$ cat src/rtl/bulls_cows_engine.sv
// bulls_cows_engine: 1A2B (bulls/cows) scoring engine with game-flow FSM.
// Loads a secret answer, accepts guesses over valid/ready, scores one digit
// per clock, counts tries and flags win/lose.
// Optional feature macro: DUP_REJECT_EN (reject guesses containing repeated digits).
module bulls_cows_engine #(
  parameter int N_DIGITS  = 4,
  parameter int DIGIT_W   = 4,
  parameter int MAX_TRIES = 18,
  localparam int W  = N_DIGITS * DIGIT_W,
  localparam int CW = $clog2(N_DIGITS + 1),
  localparam int TW = $clog2(MAX_TRIES + 1)
) (
  input  logic          CLK,
  input  logic          rst,
  input  logic          load,
  input  logic [W-1:0]  answer_in,
  input  logic          guess_valid,
  output logic          guess_ready,
  input  logic [W-1:0]  guess_in,
  output logic [CW-1:0] a_cnt,
  output logic [CW-1:0] b_cnt,
  output logic          score_valid,
  output logic [TW-1:0] tries,
  output logic          win,
  output logic          lose,
  output logic          dup_err,
  output logic [1:0]    state
);

  typedef enum logic [1:0] {
    IDLE  = 2'd0,
    PLAY  = 2'd1,
    SCORE = 2'd2,
    DONE  = 2'd3
  } state_t;

  state_t state_reg, state_next;

  logic [W-1:0]  answer_reg;
  logic [W-1:0]  guess_reg;
  logic [CW-1:0] idx_reg;
  logic [CW-1:0] a_acc_reg;
  logic [CW-1:0] b_acc_reg;
  logic [CW-1:0] a_cnt_reg;
  logic [CW-1:0] b_cnt_reg;
  logic [TW-1:0] tries_reg;
  logic          score_valid_reg;
  logic          win_reg;
  logic          lose_reg;
  logic          dup_err_reg;

  logic          accept;
  logic          load_ok;
  logic          dup_guess;
  logic          cur_bull;
  logic          cur_cow;
  logic          scan_done;

  // Digit views of the latched answer and guess
  logic [DIGIT_W-1:0] ans_digits [N_DIGITS];
  logic [DIGIT_W-1:0] gue_digits [N_DIGITS];

  generate
    for (genvar gi = 0; gi < N_DIGITS; gi++) begin : g_digits
      assign ans_digits[gi] = answer_reg[gi*DIGIT_W +: DIGIT_W];
      assign gue_digits[gi] = guess_reg[gi*DIGIT_W +: DIGIT_W];
    end
  endgenerate

`ifdef DUP_REJECT_EN
  logic [DIGIT_W-1:0] in_digits [N_DIGITS];

  generate
    for (genvar gi = 0; gi < N_DIGITS; gi++) begin : g_in_digits
      assign in_digits[gi] = guess_in[gi*DIGIT_W +: DIGIT_W];
    end
  endgenerate

  // Flag an incoming guess that repeats any digit
  always_comb begin
    dup_guess = 1'b0;
    for (int i = 0; i < N_DIGITS; i++) begin
      for (int j = i + 1; j < N_DIGITS; j++) begin
        if (in_digits[i] == in_digits[j]) dup_guess = 1'b1;
      end
    end
  end
`else
  assign dup_guess = 1'b0;
`endif

  assign accept    = guess_valid & guess_ready & ~load;
  assign load_ok   = load & (state_reg != SCORE);
  assign scan_done = (idx_reg == CW'(N_DIGITS));

  // Classify the digit under the scan pointer as bull, cow or miss
  always_comb begin
    cur_bull = 1'b0;
    cur_cow  = 1'b0;
    for (int i = 0; i < N_DIGITS; i++) begin
      if (idx_reg == CW'(i)) begin
        if (gue_digits[i] == ans_digits[i]) begin
          cur_bull = 1'b1;
        end else begin
          for (int j = 0; j < N_DIGITS; j++) begin
            if (j != i && gue_digits[i] == ans_digits[j]) cur_cow = 1'b1;
          end
        end
      end
    end
  end

  // Game-flow state register
  always_ff @(posedge CLK) begin
    if (rst) state_reg <= IDLE;
    else     state_reg <= state_next;
  end

  // Next-state logic; the final SCORE cycle decides win/lose/continue
  always_comb begin
    state_next = state_reg;
    case (state_reg)
      IDLE:  if (load) state_next = PLAY;
      PLAY: begin
        if (load)                        state_next = PLAY;
        else if (accept && !dup_guess)   state_next = SCORE;
      end
      SCORE: begin
        if (scan_done) begin
          if (a_acc_reg == CW'(N_DIGITS))        state_next = DONE;
          else if (tries_reg == TW'(MAX_TRIES))  state_next = DONE;
          else                                   state_next = PLAY;
        end
      end
      DONE:  if (load) state_next = PLAY;
      default: state_next = IDLE;
    endcase
  end

  // Datapath: answer/guess capture, serial scoring, try counting, result flags
  always_ff @(posedge CLK) begin
    if (rst) begin
      answer_reg      <= '0;
      guess_reg       <= '0;
      idx_reg         <= '0;
      a_acc_reg       <= '0;
      b_acc_reg       <= '0;
      a_cnt_reg       <= '0;
      b_cnt_reg       <= '0;
      tries_reg       <= '0;
      score_valid_reg <= 1'b0;
      win_reg         <= 1'b0;
      lose_reg        <= 1'b0;
      dup_err_reg     <= 1'b0;
    end else begin
      score_valid_reg <= 1'b0;
      dup_err_reg     <= 1'b0;
      if (load_ok) begin
        answer_reg <= answer_in;
        tries_reg  <= '0;
        a_cnt_reg  <= '0;
        b_cnt_reg  <= '0;
        win_reg    <= 1'b0;
        lose_reg   <= 1'b0;
      end else begin
        case (state_reg)
          PLAY: begin
            if (accept) begin
              if (dup_guess) begin
                dup_err_reg <= 1'b1;
              end else begin
                guess_reg <= guess_in;
                tries_reg <= tries_reg + TW'(1);
                a_acc_reg <= '0;
                b_acc_reg <= '0;
                idx_reg   <= '0;
              end
            end
          end
          SCORE: begin
            if (!scan_done) begin
              a_acc_reg <= a_acc_reg + CW'(cur_bull);
              b_acc_reg <= b_acc_reg + CW'(cur_cow);
              idx_reg   <= idx_reg + CW'(1);
            end else begin
              a_cnt_reg       <= a_acc_reg;
              b_cnt_reg       <= b_acc_reg;
              score_valid_reg <= 1'b1;
              if (a_acc_reg == CW'(N_DIGITS))       win_reg  <= 1'b1;
              else if (tries_reg == TW'(MAX_TRIES)) lose_reg <= 1'b1;
            end
          end
          default: ;
        endcase
      end
    end
  end

  assign guess_ready = (state_reg == PLAY);
  assign a_cnt       = a_cnt_reg;
  assign b_cnt       = b_cnt_reg;
  assign score_valid = score_valid_reg;
  assign tries       = tries_reg;
  assign win         = win_reg;
  assign lose        = lose_reg;
  assign dup_err     = dup_err_reg;
  assign state       = state_reg;

endmodule

$ cat config.mk
export PLATFORM = sky130hd
export DESIGN_NAME = bulls_cows_engine
export DESIGN_NICKNAME = d
export VERILOG_FILES = /design/src/rtl/bulls_cows_engine.sv
export SDC_FILE = /design/constraint.sdc
export NUM_CORES = 1
export LEC_CHECK = 0
export CAP_MARGIN = 0
export CORE_MARGIN = 2
export CORE_UTILIZATION = 40
export DETAILED_ROUTE_END_ITERATION = 7
export HOLD_SLACK_MARGIN = 0.1
export PLACE_DENSITY = 0.69
export SETUP_SLACK_MARGIN = 0.02
export SLEW_MARGIN = 20
export SYNTH_ARGS = -nofsm -noshare
export SYNTH_HDL_FRONTEND = slang
export SYNTH_SLANG_ARGS = --single-unit
$ cat constraint.sdc
create_clock -name CLK -period 2.2 [get_ports CLK]
set_input_delay 0.55 -clock CLK [delete_from_list [all_inputs] [get_ports CLK]]
set_output_delay 0.55 -clock CLK [all_outputs]
set_load 0.01 [all_outputs]
==> summary.txt, run 1 <==
Status
  – Status: complete, but fails checks
  – Failing checks: negative setup slack

Final layout
  – Share of cells above drive strength 1: 18.9%
  – Area Growth Syn to Fin: 34.7%
  – Final design utilization: 55.7%
  – Fin cells: 574
  – Multi-input gate area: 1910 um^2
  – FF/Latch Area: 1150 um^2
  – Leading cell type in the layout, fill and taps excluded: nand2_1
  – # fillers: 706
  – Layout Nets: 517
  – Ant. Diodes: 0
  – Commonest non-fill, non-tap cells in the layout: nand2_1 (91), clkdlybuf4s50_1 (52), a21oi_1 (50)

Timing
  – Worst Setup Slack, final: -0.00391 ns
  – RSZ-0062 raised after global routing: true
  – Worst slew pin tran: 0.506 ns
  – Setup_tns: -0.00391 ns
  – Tmin final: 2.20 ns
  – Relative slew slack: 66.3%
  – Max-slew violations: 0
  – Final hold violations: 0
  – Final worst path period share: 100%
  – Fmax: 0.454 GHz
  – Setup-failing EPs final: 1
  – Layout Skew: 0.0116 ns

Drt
  – Via density: 5.01
  – First-pass DRT Iterations: 6
  – DRC viols: 0
  – Vias: 2877
  – Routed wire length: 8530 um
  – Routed length per placed instance: 14.9 um
  – Remaining antenna violation count: 0
  – Iteration-0 DRC Markers: 140

Die
  – Die Y: 93.6 um
  – Die span in x: 93.6 um
  – Initial cell density of the core: 41.4%
  – FP Rows: 32
  – Die area: 8770 um^2
  – Core ar.: 7770 um^2
  – I/O pin total: 54

Synthesis
  – Synth warnings: 0
  – Yosys reg bits: 57
  – Library cells used by synthesis: 36
  – Synth Area in Simple Gates: 20.5%
  – Syn nets: 453
  – Syn Area/Cell: 7.96 um^2
  – Mux cell area share after synthesis: 0%
  – Adder-cell share of the synthesized area: 5.06%
  – Post-synthesis compound-gate area fraction: 12.1%
  – Sequential share of the synthesized area: 35.5%
  – Mapped Cells: 404
  – Mapped Area: 3210 um^2
  – Main combinational cell family by area after synthesis: simple AND/OR/NAND/NOR gates
  – Xor/xnor cell area share of the yosys netlist: 18.5%

Critical path
  – CP Launch Type: flop
  – Worst Path Max Fanout: 2
  – Crit Path Class: flop to flop
  – Critical path arrival: 2.49 ns
  – Req. time, crit path: 2.48 ns
  – Crit end category: flop

Min path
  – HP Class: flop to flop

Pwr
  – Internal power: 2.14 mW
  – Net Sw Power: 0.981 mW
  – Comb power frac: 31.9%
  – Clk pwr share: 31.1%
  – Sw Ratio: 31.4%
  – Pwr per Cell Area: 722 nW/um^2
  – Leak Pwr: 1.62 nW
  – Seq pwr share: 37.0%
  – Peak supply drop: 0.424 mV

Clocking
  – Clock latency on the worst-skew pair: 0.35 ns
  – CTS tree: yes
  – CTS Buf Count: 9
  – Clock sink count: 57
  – Reg clk slew, reported paths: 0.07 ns
  – Post-CTS Hold Buffers: 0
  – Root buffer cell: clkbuf_8
  – H-tree depth: 3
  – Maximum clock path buffer count: 2

GRT
  – First-pass GRT wire length: 14100 um
  – Largest net degree at the start of global routing: 43
  – Total congestion overflow: 0
  – Total GRT Usage: 21.0%
  – Initial antenna violation count: 0
  – Vias in the first global route: 2836

Placement
  – PortBufs: 52
  – GP Congestion: 0.959
  – Detailed placement HPWL: 6290 um
  – Pre-CTS setup slack: -0.142 ns
  – Inst Count DP: 558

Flow run
  – Maxcap violations: 0
[cell usage after synthesis]
| cell | number | area, um^2 |
|---|---|---|
| a2111oi_4 | 1 | 27.5 |
| nor4_1 | 4 | 25.0 |
| nand2_1 | 91 | 342 |
| a21oi_1 | 50 | 250 |
| and3_1 | 1 | 6.26 |
| nand3b_1 | 1 | 7.51 |
| buf_1 | 1 | 3.75 |
| a211oi_1 | 1 | 7.51 |
| xnor2_1 | 49 | 429 |
| a2111o_1 | 1 | 11.3 |
| nand2b_1 | 2 | 12.5 |
| o21ai_1 | 2 | 10.0 |
| o21bai_1 | 1 | 7.51 |
| buf_2 | 25 | 125 |
| nand4b_1 | 2 | 17.5 |
| o21ai_0 | 1 | 5.00 |
| ha_1 | 13 | 163 |
| nor2_1 | 12 | 45.0 |
| buf_6 | 2 | 22.5 |
| a311oi_1 | 6 | 52.6 |
| xor2_1 | 19 | 166 |
| a31oi_1 | 1 | 6.26 |
| or4_1 | 1 | 7.51 |
| clkbuf_1 | 20 | 75.1 |
| and3b_1 | 1 | 8.76 |
| nand3b_4 | 1 | 20.0 |
| a222oi_1 | 1 | 10.0 |
| nand4_1 | 14 | 87.6 |
| dfxtp_1 | 57 | 1140 |
| conb_1 | 1 | 3.75 |
| or3b_2 | 1 | 8.76 |
| nand3_1 | 7 | 35.0 |
| nand4bb_1 | 1 | 11.3 |
| inv_1 | 8 | 30.0 |
| buf_4 | 1 | 7.51 |
| nor2b_1 | 4 | 25.0 |
[cells by family (layout without fill, tap and decap cells)]
kind of cell | after synthesis | after routing
AOI/OAI and AO/OA | 65 | 65
xor gates and xnor gates | 68 | 68
adders and majority gates | 13 | 13
buffers and inverters | 57 | 125
DFF | 57 | 57
other | 1 | 1
and+or+nand+nor | 143 | 143
[metrics by stage]
stage / cell area (um^2) / total power, mW / hold slack [ns]
4_1_cts: 4270 / 3.12 / 0.465
3_3_place_gp: 4010 / 2.08 / 0.448
6_report: 4330 / 3.12 / 0.461
3_5_place_dp: 4010 / 2.09 / 0.449
5_1_grt: 4330 / 3.29 / 0.473
2_1_floorplan: 3210 / 1.74 / 0.438
[final timing paths]
path                              start                   endpoint  slack (ns)  cells past startpoint
max          answer_reg[5]$_SDFFE_PP0P_  b_acc_reg[1]$_SDFFE_PP0P_      -0.004                      8
min               b_cnt[2]$_SDFFE_PP0P_      b_cnt[2]$_SDFFE_PP0P_        0.46                      2
max reg2reg  answer_reg[5]$_SDFFE_PP0P_  b_acc_reg[1]$_SDFFE_PP0P_      -0.004                      8
min reg2reg       b_cnt[2]$_SDFFE_PP0P_      b_cnt[2]$_SDFFE_PP0P_        0.46                      2
[power groups by stage]
stage                     Combinational (mW)  Clock [mW]  Sequential, mW
final                                  0.996       0.972            1.16
after global routing                    1.09        1.03            1.16
after CTS                              0.977       0.993            1.15
after detailed placement               0.921           0            1.17
after global placement                 0.910           0            1.17
after floorplan                        0.598           0            1.14
[repair_timing]
| action | in CTS | in global routing |
|---|---|---|
| setup endpoints to repair | 3 | 5 |
| setup buffers | 1 | 0 |
| pin swaps | 5 | 10 |
| gates resized for setup | 12 | 17 |
[worst max-delay path, stage by stage, from the launching register on]
cell      delay, ns
dfxtp_1        0.32
xor2_1         0.17
nor4_2         0.38
a311oi_1       0.09
or4_4          0.57
ha_4           0.18
ha_4           0.25
nand3_1        0.06
a21oi_1        0.13
[per-layer routing]
metal	wire, um	track usage [%]	part of all wire (%)	vias to the layer above
li1	-	-	-	1436
met1	3830	26.2	45	1345
met2	4120	34.9	48	81
met3	400	4.67	4.7	15
met4	170	8.82	2.0	0
met5	0	0	0	-
[final cells by class]
type                    count  share of cell area [%]
clock buffers              10                    3.18
clock inverters             5                    1.30
inverters                   8                   0.694
multi-input cells         290                    44.1
flip-flops and latches     57                    26.6
well taps                 102                    2.95
repair buffers            102                    21.2
No activity file was read; power rests on OpenSTA's default activity.
==> run 2, diff against run 1 <==
Settings changed: CORE_MARGIN 2 to 5.
==> summary.txt, run 2 (synthesized netlist as in run 1, its figures left out) <==
GRT
  – Initial antenna violation count: 0
  – GRT met2 Usage: 29.6%
  – Vias in the first global route: 2969
  – M3 GR Usage: 4.84%
  – Total congestion overflow: 0
  – Total GRT Usage: 18.3%
  – Busiest grt layer: met2
  – M1 GR Usage: 22.3%
  – Largest net degree at the start of global routing: 45
  – First-pass GRT wire length: 14400 um

Drt
  – DRC viols: 0
  – Vias: 2924
  – First-pass DRT Iterations: 4
  – Routed length per placed instance: 15.3 um
  – Iteration-0 DRC Markers: 124
  – Remaining antenna violation count: 0
  – Via density: 5.09
  – Routed wire length: 8780 um

Timing
  – Fmax: 0.440 GHz
  – Worst slew pin tran: 0.526 ns
  – Worst Setup Slack, final: -0.0709 ns
  – Layout Skew: 0.0108 ns
  – RSZ-0062 raised after global routing: true
  – Max-slew violations: 0
  – Final worst path period share: 103%
  – Tmin final: 2.27 ns
  – Setup-failing EPs final: 2
  – Final hold violations: 0
  – Relative slew slack: 64.9%
  – Setup_tns: -0.0918 ns

Critical path
  – Crit path buffers/inverters: 0
  – RR Endpoint: b_acc_reg[2]$_SDFFE_PP0P_
  – Critical path arrival: 2.55 ns
  – Crit Reg-Reg Startpoint: answer_reg[5]$_SDFFE_PP0P_
  – Reg2Reg Depth: 9
  – Crit Path Class: flop to flop
  – Worst Path Max Fanout: 2
  – CP Launch Type: flop
  – Register-to-Register Setup Slack: -0.07 ns
  – Req. time, crit path: 2.48 ns
  – Critical path's slowest cell: or4_4
  – Worst setup startpoint: answer_reg[5]$_SDFFE_PP0P_
  – Critical Path Most Common Cell: ha_4
  – Largest delay contributor family on the critical path: simple AND/OR/NAND/NOR gates
  – Crit-path cells: xor2_2, nor4_4, a311oi_2, or4_4, ha_4, ha_4, nor2b_1, o21ai_1, a21oi_1
  – Crit end category: flop
  – Crit path largest cell delay: 0.57 ns

Final layout
  – Share of cells above drive strength 1: 20.8%
  – Ant. Diodes: 0
  – Fin area: 4400 um^2
  – Layout Nets: 516
  – Leading cell type in the layout, fill and taps excluded: nand2_1
  – Commonest non-fill, non-tap cells in the layout: nand2_1 (91), clkdlybuf4s50_1 (51), a21oi_1 (50)
  – Area Growth Syn to Fin: 36.8%
  – Final design utilization: 56.6%
  – Fin cells: 574

Placement
  – Cell Area, Placed: 4000 um^2
  – Inst Count DP: 558
  – Detailed placement HPWL: 6450 um
  – GP Congestion: 0.973
  – PortBufs: 52

Clocking
  – CTS Buf Count: 9
  – Maximum clock path buffer count: 2
  – H-tree depth: 3
  – Post-CTS Hold Buffers: 0
  – Clock latency on the worst-skew pair: 0.35 ns
  – Root buffer cell: clkbuf_8
  – Reg clk slew, reported paths: 0.08 ns
  – CTS tree: yes
  – Clock sink count: 57

Status
  – Status: complete, but fails checks
  – Failing checks: negative setup slack

Pwr
  – Comb power frac: 30.5%
  – Clk pwr share: 34.3%
  – Pwr per Cell Area: 750 nW/um^2
  – Leak Pwr: 1.64 nW
  – Sw Ratio: 32.0%
  – Seq pwr share: 35.1%
  – Peak supply drop: 0.401 mV
  – Internal power: 2.24 mW
  – Net Sw Power: 1.06 mW
  – Design Power: 3.30 mW

Die
  – FP Rows: 32
  – Core ar.: 7770 um^2
  – Die span in x: 99.6 um
  – Die area: 9930 um^2
  – Die Y: 99.6 um
  – I/O pin total: 54
  – Initial cell density of the core: 41.4%

Min path
  – Worst Hold Path EP: b_cnt[0]$_SDFFE_PP0P_
  – Worst Hold Depth: 2
  – HP Class: flop to flop
  – HP Start: b_cnt[0]$_SDFFE_PP0P_

Flow run
  – Maxcap violations: 0
[run 2: power groups by stage]
stage / Sequential, mW / Combinational [mW] / Clock [mW]
6_report: 1.16 / 1.01 / 1.13
5_1_grt: 1.17 / 1.10 / 1.21
4_1_cts: 1.15 / 0.973 / 1.15
3_5_place_dp: 1.17 / 0.918 / 0
3_3_place_gp: 1.17 / 0.903 / 0
2_1_floorplan: 1.14 / 0.598 / 0
[run 2: worst max path at each step]
stage                                endpoint  slack (ns)  depth (start not counted)
floorplan           b_acc_reg[1]$_SDFFE_PP0P_        0.02                          9
global placement    b_acc_reg[2]$_SDFFE_PP0P_       -0.08                         10
detailed placement  b_acc_reg[2]$_SDFFE_PP0P_       -0.17                         10
CTS                 b_acc_reg[2]$_SDFFE_PP0P_       -0.07                         10
global route        b_acc_reg[2]$_SDFFE_PP0P_       -0.17                          9
finish              b_acc_reg[2]$_SDFFE_PP0P_       -0.07                          9
[run 2: area by class of cell]
type / count / area [um^2]
Fill cell: 719 / 3370
Multi-Input combinational cell: 290 / 1970
Sequential cell: 57 / 1150
Clock inverter: 7 / 103
Timing Repair Buffer: 101 / 891
Clock buffer: 9 / 124
Tap cell: 102 / 128
Inverter: 8 / 30.0
[run 2: repair_timing]
action	4_1_cts	5_1_grt
hold endpoints to repair	0	0
gates resized for setup	11	27
endpoints found under the setup margin	3	7
pin swaps	5	9
buffers inserted	1	0
[run 2: metal layers]
| layer | part of all wire [%] | up-vias |
|---|---|---|
| li1 | - | 1442 |
| met1 | 43 | 1367 |
| met2 | 48 | 91 |
| met3 | 5.3 | 24 |
| met4 | 3.1 | 0 |
| met5 | 0 | - |
[run 2: worst reg2reg max path, delay by kind of cell (launching register included)]
family / cells / cell delay [ns]
AND/OR/NAND/NOR: 3 / 1.02
adder cells (fa/ha/maj): 2 / 0.34
XOR/XNOR: 1 / 0.19
AO/OA/AOI/OAI: 3 / 0.32
flip-flops: 1 / 0.34
[run 2: per-stage QoR]
step / hold WS, ns / worst slack [ns]
5_1_grt: 0.495 / -0.169
4_1_cts: 0.462 / -0.0723
2_1_floorplan: 0.438 / 0.0209
3_5_place_dp: 0.451 / -0.172
6_report: 0.457 / -0.0709
3_3_place_gp: 0.447 / -0.0801
==> RTL edit (flow settings as in run 1) <==
The option `DUP_REJECT_EN` is turned on by a define.
--- a/src/rtl/bulls_cows_engine.sv
+++ b/src/rtl/bulls_cows_engine.sv
@@ -2,6 +2,8 @@
 // Loads a secret answer, accepts guesses over valid/ready, scores one digit
 // per clock, counts tries and flags win/lose.
 // Optional feature macro: DUP_REJECT_EN (reject guesses containing repeated digits).
+`define DUP_REJECT_EN
+
 module bulls_cows_engine #(
   parameter int N_DIGITS  = 4,
   parameter int DIGIT_W   = 4,
Check against the original RTL: not equivalent (a bounded check fails within 4 cycles, from zero or initial values and one cycle with rst high).
==> RTL edit against run 1 <==
The flow still finishes with violations (setup timing). First-iteration DRC count up 5.0%. Sequential power up 4%. Sequential cell count up 1. Power up 3.5%. Die area up 13%. Design area up 19%. Routed wire length up 13%. Non-clock buffer count up 25. Worst setup slack worse by 0.15 ns. Area after synthesis up 13%.
==> RTL edit: results (changes against run 1) <==
metric;value;unit;change
status;complete, but fails checks;;unchanged
violations;setup timing;;unchanged
fin_hold_ws;0.457;ns;was 0.461 ns
drt_iter0_drc;147;;was 140
grt_util_met2;0.322;;was 0.349
grtUsageMet3;0.0485;;was 0.0467
multi_input_area;2440;sq um;was 1910 sq um
routabilityCongestion;0.837;;was 0.959
crit_path_max_fanout;4;;was 2
placement.io_buffers;53;;was 52
post-place-ws;-0.400;ns;was -0.142 ns
wl;9640;um;was 8530 um
place_inst;615;;was 558
track_usage;0.197;;was 0.210
p_sw;0.00106;W;was 0.000981 W
seqCellArea;1220;sq um;was 1150 sq um
min_from;b_cnt[1];;was b_cnt[2]
power.share.clock;0.274;;was 0.311
nClkBuffers;13;;was 10
hold_end;b_cnt[1];;was b_cnt[2]
yosysUniqueCellTypes;45;;was 36
setup_slack;-0.150;ns;was -0.00391 ns
nFillCells;767;;was 706
multi_input_cells;314;;was 290
grt_pass1_wl;15400;um;was 14,100 um
r2r_cells;11;;was 8
slew_headroom;0.666;;was 0.663
p_per_area;626;nW/um^2;was 722 nW/um^2
cp-startpoint;answer_reg[9];;was answer_reg[5]
tns;-0.293;ns;was -0.00391 ns
cts.sinks;58;;was 57
dr_wl_met3;425;um;was 400 um
crit_end;b_acc_reg[2];;was b_acc_reg[1]
leakagePower;2.28;nW;was 1.62 nW
area_growth_syn_to_layout;41.9;%;was 34.7%
r2r_end;b_acc_reg[2];;was b_acc_reg[1]
final-clk-cell-share;0.0332;;was 0.0448
postSynthAreaPerCell;8.46;sq um;was 7.96 sq um
synth.area.top_cells;dfxtp_1, xor2_1, xnor2_1, nand2_1, a21oi_1;;was dfxtp_1, xnor2_1, nand2_1, a21oi_1, xor2_1
wl_per_cell;15.2;um;was 14.9 um
nonClockBufferCount;127;;was 102
grt_max_degree;17;;was 43
slowest_delay;0.51;ns;was 0.57 ns
layout.nonclk_buf_frac;0.224;;was 0.212
placed_area;4680;sq um;was 4010 sq um
syn_nets;479;;was 453
finalSetupViolCount;3;;was 1
cp.arrival;2.58;ns;was 2.49 ns
post-dp-hpwl;6970;um;was 6290 um
firstDrtPassIters;5;;was 6
-- RTL edit: cell types whose count changed in the layout (fill, tap and decap cells not counted), sizes merged, moves of 5 or more --
cell                  run 1  this run
a21oi                    50        33
a311oi                    6         1
buf                      50        74
clkdlybuf4s50            52        37
dlymetal6s2s              0        14
mux2i                     0        16
nand2                    91        53
nor2                     12        26
nor3                      0         6
nor4                      4        14
nor4b                     0         5
o21ai                     3         9
xnor2                    49        36
xor2                     19        56
-- RTL edit: cell families (layout without fill, tap and decap cells) --
logic type,Yosys count,count (layout),share of synthesized area
AO/OA/AOI/OAI,57,57,0.101
XOR/XNOR,92,92,0.221
adder cells (fa/ha/maj),13,13,0.0447
buffers and inverters,58,152,0.0746
flip-flops,58,58,0.319
multiplexers,16,16,0.0440
AND/OR/NAND/NOR,136,136,0.195
-- RTL edit: repair_timing --
item | in CTS | in global routing
buffers inserted | 2 | 2
hold buffers | 0 | 0
gates resized for setup | 42 | 52
pin swaps | 21 | 21
endpoints found under the setup margin | 13 | 30
